[config.mk]
export PLATFORM = sky130hd
export DESIGN_NAME = serial_adder
export DESIGN_NICKNAME = d
export VERILOG_FILES = /design/src/rtl/serial_adder_pkg.sv /design/src/rtl/full_adder.sv /design/src/rtl/serial_adder.sv
export SDC_FILE = /design/constraint.sdc
export NUM_CORES = 1
export LEC_CHECK = 0
export CAP_MARGIN = 30
export CORE_MARGIN = 8
export CORE_UTILIZATION = 45
export DETAILED_ROUTE_END_ITERATION = 7
export PLACE_DENSITY = 0.7
export SLEW_MARGIN = 0
export SYNTH_ARGS = -nofsm -noshare
export SYNTH_HDL_FRONTEND = slang
export SYNTH_SLANG_ARGS = --single-unit
[constraint.sdc]
create_clock -name clk -period 1.49 [get_ports clk]
set_input_delay 0.447 -clock clk [delete_from_list [all_inputs] [get_ports clk]]
set_output_delay 0.447 -clock clk [all_outputs]
set_load 0.005 [all_outputs]
[src/rtl/serial_adder_pkg.sv]
// serial_adder_pkg: state encoding and sizing helpers shared by the serial adder.
package serial_adder_pkg;

  localparam logic [1:0] ST_IDLE = 2'd0;
  localparam logic [1:0] ST_RUN  = 2'd1;
  localparam logic [1:0] ST_DONE = 2'd2;

  typedef enum logic [1:0] {
    S_IDLE = ST_IDLE,
    S_RUN  = ST_RUN,
    S_DONE = ST_DONE
  } state_e;

  // Bit-counter width for a WIDTH-bit operand; never narrower than one bit.
  function automatic int cnt_w(input int width);
    return (width <= 2) ? 1 : $clog2(width);
  endfunction

endpackage

[src/rtl/full_adder.sv]
// full_adder: one-bit combinational full adder, the only arithmetic in the serial adder.
module full_adder (
  input  logic a_i,
  input  logic b_i,
  input  logic cin_i,
  output logic sum_o,
  output logic cout_o
);

  assign sum_o  = a_i ^ b_i ^ cin_i;
  assign cout_o = (a_i & b_i) | (cin_i & (a_i ^ b_i));

endmodule

[src/rtl/serial_adder.sv]
// serial_adder: bit-serial WIDTH-bit two's-complement adder, one bit per clock,
// with a start/busy/done handshake.
// Optional: define SERIAL_ADDER_SUB_EN to add a 'sub' port that turns the
// operation into a-b (b inverted, carry-in forced to 1).
module serial_adder
  import serial_adder_pkg::*;
#(
  parameter int WIDTH = 8
) (
  input  logic             clk,
  input  logic             rst,
  input  logic             start,
  input  logic [WIDTH-1:0] a,
  input  logic [WIDTH-1:0] b,
  input  logic             cin,
`ifdef SERIAL_ADDER_SUB_EN
  input  logic             sub,
`endif
  output logic             busy,
  output logic             done,
  output logic [WIDTH-1:0] sum,
  output logic             cout,
  output logic             ovf
);

  localparam int CW = cnt_w(WIDTH);
  localparam logic [CW-1:0] LAST = CW'(WIDTH - 1);

  state_e           state_q, state_d;
  logic [WIDTH-1:0] a_sr_q, a_sr_d;
  logic [WIDTH-1:0] b_sr_q, b_sr_d;
  logic             carry_q, carry_d;
  logic [CW-1:0]    cnt_q, cnt_d;
  logic [WIDTH-1:0] sum_q, sum_d;
  logic             cout_q, cout_d;
  logic             ovf_q, ovf_d;

  // Values loaded into the shift registers and carry flop on accept.
  logic [WIDTH-1:0] b_load;
  logic             c_load;

`ifdef SERIAL_ADDER_SUB_EN
  assign b_load = sub ? ~b : b;
  assign c_load = sub ? 1'b1 : cin;
`else
  assign b_load = b;
  assign c_load = cin;
`endif

  logic fa_s, fa_co;

  full_adder u_fa (
    .a_i   (a_sr_q[0]),
    .b_i   (b_sr_q[0]),
    .cin_i (carry_q),
    .sum_o (fa_s),
    .cout_o(fa_co)
  );

  // Next-state: accept in IDLE, one bit per edge in RUN, single-cycle DONE.
  always_comb begin
    state_d = state_q;
    a_sr_d  = a_sr_q;
    b_sr_d  = b_sr_q;
    carry_d = carry_q;
    cnt_d   = cnt_q;
    sum_d   = sum_q;
    cout_d  = cout_q;
    ovf_d   = ovf_q;
    unique case (state_q)
      S_IDLE: begin
        if (start) begin
          a_sr_d  = a;
          b_sr_d  = b_load;
          carry_d = c_load;
          cnt_d   = '0;
          sum_d   = '0;
          state_d = S_RUN;
        end
      end
      S_RUN: begin
        // Result is filled in place, LSB first; carry_q is the carry into this bit.
        sum_d[cnt_q] = fa_s;
        carry_d      = fa_co;
        a_sr_d       = a_sr_q >> 1;
        b_sr_d       = b_sr_q >> 1;
        cnt_d        = cnt_q + CW'(1);
        if (cnt_q == LAST) begin
          cout_d  = fa_co;
          ovf_d   = carry_q ^ fa_co;
          cnt_d   = '0;
          state_d = S_DONE;
        end
      end
      S_DONE:  state_d = S_IDLE;
      default: state_d = S_IDLE;
    endcase
  end

  // State register with synchronous reset that overrides everything else.
  always_ff @(posedge clk) begin
    if (rst) begin
      state_q <= S_IDLE;
      a_sr_q  <= '0;
      b_sr_q  <= '0;
      carry_q <= 1'b0;
      cnt_q   <= '0;
      sum_q   <= '0;
      cout_q  <= 1'b0;
      ovf_q   <= 1'b0;
    end else begin
      state_q <= state_d;
      a_sr_q  <= a_sr_d;
      b_sr_q  <= b_sr_d;
      carry_q <= carry_d;
      cnt_q   <= cnt_d;
      sum_q   <= sum_d;
      cout_q  <= cout_d;
      ovf_q   <= ovf_d;
    end
  end

  assign busy = (state_q != S_IDLE);
  assign done = (state_q == S_DONE);
  assign sum  = sum_q;
  assign cout = cout_q;
  assign ovf  = ovf_q;

endmodule

## After elaboration in Yosys (flattened, before gate mapping)

Cells that the tools add are included.

| word-level totals | value |
|---|---|
| bits in registers | 32 |
| logic and storage cells | 46 |
| output and inout bits | 12 |

| operators by class | value |
|---|---|
| equal/unequal tests | 5 |
| muxes and demuxes | 17 |
| add/sub/neg operators | 1 |
| reductions and logical operators | 7 |
| $lt $le $gt $ge | 2 |
| bitwise operators | 6 |

Operators by type and width:

| kind | number |
|---|---|
| 8-bit case mux with 2 select lines | 3 |
| 8-bit 2-to-1 mux | 3 |
| 8-bit bitwise mux | 1 |
| 3-bit 2-to-1 mux | 2 |
| 3-bit case mux with 2 select lines | 1 |
| 2-bit AND reduction | 3 |
| 3-bit by 4-bit less-than comparator with 1-bit output, second input constant | 1 |
| 2-bit 2-to-1 mux | 2 |
| 2-bit inequality test, second input constant | 2 |
| 2-bit case mux with 2 select lines | 1 |
| 2-bit nonzero test | 2 |
| 3-bit by 1-bit adder with 3-bit output, second input constant | 1 |
| 1-bit demux with 3-bit select | 1 |
| 3-bit equality test, second input constant | 1 |
| 3-bit by 1-bit greater-or-equal comparator with 1-bit output, second input constant | 1 |
| 1-bit bitwise XOR | 3 |
| 1-bit bitwise AND | 2 |
| 2-bit by 1-bit equality test with 1-bit output, second input constant | 1 |
| 2-bit equality test, second input constant | 1 |
| 2-bit logical NOT | 1 |
| 1-bit 2-to-1 mux | 2 |
| 1-bit case mux with 2 select lines | 1 |
| 1-bit logical AND | 1 |
| 1-bit OR | 1 |

## Longest topological paths before layout

| logic depth | value |
|---|---|
| depth in word-level cells | 6 |
| gate-level depth with buffers | 5 |

## Hierarchy

Synthesis repeated with hierarchy kept, for this count alone.

| second synthesis, totals | value |
|---|---|
| cell total of the unflattened synthesis | 165 |
| area total of the unflattened synthesis | 1,501.4 um2 |

Modules (own cells, without submodules):

| module | times used | area an instance (um2) | cells each |
|---|---|---|---|
| serial_adder | 1 | 1,481.4 | 164 |
| full_adder | 1 | 20.0 | 1 |

## Least setup slack after synthesis

OpenSTA, ideal clock, no wires.

| path | value |
|---|---|
| path kind | flip-flop to output port |
| start point | reg state_q[1] |
| end point | out busy |
| data required time | 1.043 ns |
| path slack | 0.058 ns |
| arrival time | 0.985 ns |
| cell stages (with the launch flop) | 4 |
| buffers on the path | 2 |
| path through | dfxtp_1 buf_2 buf_4 or2_2 |

| between the ends | value |
|---|---|
| longest elaborated chain between the ends | 1 |

RTL lines:

| item | RTL line | text |
|---|---|---|
| start: declaration | serial_adder.sv:29 | `state_e state_q, state_d;` |
| start signal: assignment | serial_adder.sv:112 | `state_q <= state_d;` |
| 2-bit nonzero test | serial_adder.sv:123 | `assign busy = (state_q != S_IDLE);` |
| end: declaration | serial_adder.sv:19 | `output logic busy,` |

No other way between the ends.

## Final worst setup path

| path | value |
|---|---|
| start point | reg state_q[0] |
| end point | out busy |

The elaborated chain is that of the path after synthesis.

==> results_dict.tcl <==
set metrics [dict create \
    detail_route.first_pass.iterations 4 \
    timing.final.crit_share_pct 98.2 \
    timing.final.crit_period_ns 1.46 \
    wire_per_inst_um 14.6 \
    path_class "reg -> out" \
    grt_pass1_vias 1422 \
    met2_wirelength_mm 2.00 \
    p_seq_share_pct 43.6 \
    cts_made_buffers 5 \
    ant_nets 0 \
    grt_start_max_net_pins 20 \
    synth.ff_latch_count 32 \
    final.hold.worst_slack_ns 0.463 \
    critical-path-top-delay-family "flip-flops" \
    worstPathRequired_ns 1.04 \
    final-setup-viol-count 0 \
    drt-total-wl_mm 4.03 \
    synth.yosys.seq_area_share_pct 37.0 \
    io_pins 32 \
    end_kind "output pin" \
    netlist_instances 181 \
    maxCapViolCount 0 \
    grt_setup_unrepaired "no" \
    worstPathArrival_ns 1.02 \
    dp_worst_setup_slack_ns -0.474 \
    initial_util_pct 46.9 \
    synth.cell_area_mm2 0.00173 \
    die_area_mm2 0.00608 \
    register_area_um2 644 \
    clk-insertion-delay-late_ns 0.28 \
    ctsHoldBuffers 0 \
    critical_path_peak_fanout 4 \
    detailroute.via_count 1419 \
    power.leakage_nw 0.941 \
    result_of_the_run "finished clean" \
    final_layout_net_count 249 \
    peak_per_stage_delay_on_the_critical_path_ns 0.34 \
    chipHeight_um 78.0 \
    synth.distinct_cells 40 \
    core-area_mm2 0.00369 \
    p_comb_share_pct 18.2 \
    post-synth-top-area-fraction_pct 37.0 \
    drc 0 \
    grt_antenna_before_repair 0 \
    power_report.internal_total_mw 1.61 \
    rows 22 \
    dp_hpwl_mm 2.95 \
    min-delay-path-class "reg -> reg" \
    drt_iter0_markers 54 \
    timing.final.ws_setup_ns 0.0264 \
    gpl.final_weighted_congestion 0.757 \
    synth-main-ff-cell "sky130_fd_sc_hd__dfxtp_1" \
    cellPowerDensity_mw_per_mm2 928 \
    grt_usage_pct 13.6 \
    slowest_stage "sky130_fd_sc_hd__dfxtp_2" \
    mostFrequentLayoutCell "sky130_fd_sc_hd__dfxtp_1" \
    cts_root_buf "sky130_fd_sc_hd__clkbuf_8" \
    synth-warning-count 0 \
    synth_enable_flop_cells 0 \
    postSynthAreaPerCell_um2 9.55 \
    vias_per_cell 5.16 \
    max-vdd-ir-drop_v 0.000655 \
    worst_pin_slew_ns 0.282 \
    synthTopCellsByArea "sky130_fd_sc_hd__dfxtp_1 37%, sky130_fd_sc_hd__or3b_1 6.1%, sky130_fd_sc_hd__nor3_2 5.2%" \
    r2r_setup_slack_ns 0.06 \
    htree_num_levels 2 \
    crit_chain "or2_2 > buf_2" \
    finalHoldViolations 0 \
    area_growth_pct 32.3 \
    io_buffer_count 31 \
    filler_cell_count 335 \
    tritoncts "built" \
    max-slew-margin-rel_pct 81.0 \
    max-clock-path-buffers 2 \
    met3_wirelength_um 180 \
    m1WireLength_mm 1.81 \
    clockPowerShare_pct 38.2 \
    maxSlewViolCount 0 \
    layout_common_cells "29 x sky130_fd_sc_hd__dfxtp_1, 21 x sky130_fd_sc_hd__buf_4, 20 x sky130_fd_sc_hd__nor2_1, 18 x sky130_fd_sc_hd__clkdlybuf4s50_1, 14 x sky130_fd_sc_hd__nand2b_1" \
    fin_skew_ns 0.00597 \
    drive_gt1_share_pct 31.7 \
    route.top_layer_used "met4" \
    grt_first_pass_wirelength_mm 6.79 \
    total_number_of_clock_tree_sinks 32 \
    synth.largest_area_cell "sky130_fd_sc_hd__dfxtp_1" \
    synth.net_count 204 \
    cts.clk_slew.worst_paths_ns 0.07 \
    chip_width_um 78.0 \
    critical_path.startpoint_type "flop" \
    timing.setup.tns_ns 0 \
    num_antenna_cells 0 \
    timing.fmax_mhz 683 \
    area_used_by_multi_input_combinational_logic_um2 991 \
    switching_share_pct 24.4 \
    synthArstFlopShare_pct 0 \
    power_dissipated_by_switching_net_loads_uw 518 \
    crit_buf_inv 1 \
    grt_overflow 0 \
]
==> per-stage QoR <==
| step | power (mW) | utilization (%) | area (µm²) | std cells |
|---|---|---|---|---|
| finish | 2.12 | 62.0 | 2290 | 275 |
| global route | 2.21 | 62.0 | 2290 | 275 |
| CTS | 2.13 | 61.4 | 2270 | 275 |
| detailed placement | 1.32 | 58.9 | 2170 | 267 |
| global placement | 1.30 | 58.9 | 2170 | 267 |
| floorplan | 1.18 | - | 1730 | 181 |
==> state kept, by name (all words and copies together), names as in the netlist <==
| signal | flops |
|---|---|
| a_sr_q | 8 |
| state_q | 2 |
| carry_q | 1 |
| cout | 1 |
| b_sr_q | 8 |
| cnt_q | 3 |
| ovf | 1 |
| sum | 8 |
==> cell usage after synthesis, drive strengths merged (2+ instances only) <==
| cell type | n |
|---|---|
| nor2 | 21 |
| nor3b | 9 |
| a211oi | 3 |
| nand2 | 3 |
| inv | 5 |
| ha | 2 |
| clkbuf | 3 |
| a22oi | 3 |
| mux2 | 8 |
| buf | 12 |
| nor3 | 14 |
| nor4b | 2 |
| or3b | 14 |
| nand4b | 2 |
| a21oi | 16 |
| nand3 | 2 |
| nand2b | 15 |
| nor2b | 2 |
| dfxtp | 32 |
| mux2i | 3 |
==> area by class of cell <==
class                           instances  share of cell area (%)
Clock inverter                          2                    1.53
Tap cell                               48                    2.63
Multi-Input combinational cell        129                    43.3
Timing Repair Buffer                   53                    20.4
Sequential cell                        32                    28.2
Clock buffer                            6                    3.17
Inverter                                5                   0.821
==> power groups by stage <==
stage / sequential, mW / combinational [mW] / clock [mW]
finish: 0.926 / 0.387 / 0.810
CTS: 0.925 / 0.376 / 0.829
floorplan: 0.938 / 0.238 / 0
global route: 0.932 / 0.423 / 0.855
detailed placement: 0.945 / 0.375 / 0
global placement: 0.942 / 0.362 / 0
==> layer usage <==
metal / up-vias / GRT usage [%]
li1: 717 / -
met1: 675 / 16.4
met2: 22 / 22.8
met3: 5 / 3.92
met4: 0 / 4.44
met5: - / 0
==> cells by family after synthesis <==
| group | count (synthesis) | share of synthesized area [%] |
|---|---|---|
| simple gates | 89 | 35.3 |
| flops | 32 | 37.0 |
| compound gates | 25 | 11.2 |
| buf+inv | 20 | 6.37 |
| mux | 11 | 6.95 |
| fa+ha+maj | 3 | 2.60 |
| xor+xnor | 1 | 0.507 |
==> worst register-to-register path: cells and delay by family, from the launching register on <==
| kind | cells | cell delay (ns) |
|---|---|---|
| AND/OR/NAND/NOR | 1 | 0.06 |
| multiplexers | 1 | 0.26 |
| adder cells (fa/ha/maj) | 1 | 0.59 |
| flip-flops | 1 | 0.33 |
| buffers and inverters | 1 | 0.06 |
==> path summary, 6_finish.rpt <==
| path | start | endpoint | cells after the start |
|---|---|---|---|
| worst min register to register | ovf$_SDFFE_PP0P_ | ovf$_SDFFE_PP0P_ | 2 |
| worst max register to register | carry_q$_SDFFE_PP0P_ | sum[3]$_SDFFE_PP0P_ | 4 |
| worst min-delay path | ovf$_SDFFE_PP0P_ | ovf$_SDFFE_PP0P_ | 2 |
| worst max-delay path | state_q[0]$_SDFFE_PP0P_ | busy | 2 |
==> what timing repair did <==
item,4_1_cts,5_1_grt
buffers inserted,0,0
gates resized for setup,18,9
hold endpoints to repair,0,0
endpoints found under the setup margin,38,14
No activity file was read; power rests on OpenSTA's default activity.
==> RTL change (config.mk and constraints unchanged) <==
Add a define of `SERIAL_ADDER_SUB_EN`.
--- a/src/rtl/serial_adder.sv
+++ b/src/rtl/serial_adder.sv
@@ -2,6 +2,8 @@
 // with a start/busy/done handshake.
 // Optional: define SERIAL_ADDER_SUB_EN to add a 'sub' port that turns the
 // operation into a-b (b inverted, carry-in forced to 1).
+`define SERIAL_ADDER_SUB_EN
+
 module serial_adder
   import serial_adder_pkg::*;
 #(
Interface: changed (added sub); port bits go from 32 to 33. The function was not compared with the original's and may differ.
==> RTL change against the unedited design <==
  * The run now ends with negative setup slack left
  * Critical path depth up 3
  * Hold slack worse by 11 ps
  * Wire length down 1.9%
  * Global-route usage up 0.80 points
  * Worst setup slack worse by 120 ps
  * Synthesized area down 6.9%
  * Sequential cell count unchanged
  * Cell area up 2.5%
  * Power down 11%
  * Critical path type is now flip-flop to flip-flop
  * Largest cell class unchanged
==> RTL change: results <==
set metrics [dict create \
    finalWirelength_um 3950 \
    cts_max_level 2 \
    cts-buffers-inserted 5 \
    hold_path_depth 2 \
    grt_max_degree 17 \
    first_pass_drt_iterations 4 \
    whs_ps 452 \
    switching_power_summed_over_all_nets_mw 0.522 \
    hold_path_end "ovf$_SDFFE_PP0P_" \
    post_dp_cell_area_um2 2080 \
    fin_ws_ps -90.5 \
    routed_via_density 5.33 \
    worstRegToRegCells 5 \
    syn_nets 195 \
    tightest_slew_ps 414 \
    power_sequential_mw 0.928 \
    cellPowerDensity_nw_per_um2 804 \
    cp_max_fo 5 \
    power.static_leakage_nw 0.944 \
    n_antenna_cell 0 \
    asyncSetResetFlopFracSynth_pct 0 \
    grtUsageTotal_pct 14.4 \
    power_clock_mw 0.532 \
    synth.yosys.seq_area_share_pct 39.8 \
    clock_skew_ps 7.73 \
    grt_first_pass_wirelength_um 6370 \
    detailedRoute.firstIterationViolations 83 \
    dp_slack_ps -361 \
    grt_antenna_before_repair 0 \
    r2r_start "carry_q$_SDFFE_PP0P_" \
    worstHoldPathType "flip-flop to flip-flop" \
    timing_worst_setup_path_type "flip-flop to flip-flop" \
    arrival_ps 1870 \
    first_global_vias 1391 \
    synth_cell_types 42 \
    critical_register_to_register_path_endpoint "sum[4]$_SDFFE_PP0P_" \
    io_buffers 32 \
    final_layout_size_suffix_gt1_share_pct 38.6 \
    place.gp.congestion 0.813 \
    clk_latency_ps 330 \
    clk_root_buffer_cell "clkbuf_4" \
    synth_top_flop_cell "dfxtp_1" \
    clock_input_transition_at_the_sequential_cells_of_the_worst_setup_and_hold_paths_ps 100 \
    irDropWorstVdd_mv 0.543 \
    result_of_the_run "finished with violations" \
    timing.hold.worst.start "ovf$_SDFFE_PP0P_" \
    clk_path_buf_depth 2 \
    finalSetupViolCount 6 \
    synth_area_leaders "dfxtp_1 (40%), a22oi_1 (4.7%), xnor2_1 (4.4%)" \
    violations "negative setup slack" \
    final_net_count 251 \
    hpwlAfterDp_um 2790 \
    yosysWarnings 0 \
    synth_top_cells_by_count "dfxtp_1 (32), nor2_1 (13), a21oi_1 (11)" \
]
[RTL change: cell count changes in the layout (fill, tap and decap cells not counted), moves of 6 or more]
cell,before,now
a21oi_2,9,3
buf_6,0,7
dfxtp_1,29,23
dfxtp_2,3,9
mux2_2,8,0
nand2b_1,14,8
nor2_1,20,12
nor3_2,9,2
o22ai_1,0,7
or3b_1,12,5
xnor2_1,1,8
[RTL change: routing by layer]
layer / routed length, µm / global-route usage [%]
met2: 2100 / 24.5
met5: 0 / 0
met1: 1650 / 16.6
met3: 171 / 5.53
met4: 27 / 3.20
[RTL change: area by class of cell]
type	instances	area [µm²]
clock buffers	6	51.3
clock inverters	2	10.0
fillers	251	1050
inverters	4	15.0
multi-input cells	122	1000
flip-flops and latches	32	652
well taps	46	57.6
repair buffers	62	557
[RTL change: worst max-delay path, cell delays in order (launching register included)]
cell and delay [ps]:
dfxtp_2 340, inv_2 50, fa_1 510, or2_4 290
nor4_2 220, a31o_2 130
[RTL change: cell families after synthesis]
group / count (synthesis) / share of synthesized area (%)
buffers and inverters: 17 / 6.14
and+or+nand+nor: 67 / 26.7
adders and majority gates: 3 / 2.80
xor gates and xnor gates: 9 / 4.90
muxes: 4 / 2.72
DFF: 32 / 39.8
AOI/OAI and AO/OA: 39 / 16.9
[RTL change: through the flow]
step	TNS, ps	cells
after global routing	-806	274
after CTS	-317	271
after floorplan	0	171
final	-197	274
after detailed placement	-8190	257
after global placement	-7090	257
[RTL change: timing repair]
action | CTS | global route
gates cloned | 0 | 1
endpoints found under the hold margin | 0 | 0
endpoints found under the setup margin | 18 | 27
buffers inserted | 6 | 2
pin swaps | 5 | 3
gates resized for setup | 39 | 23
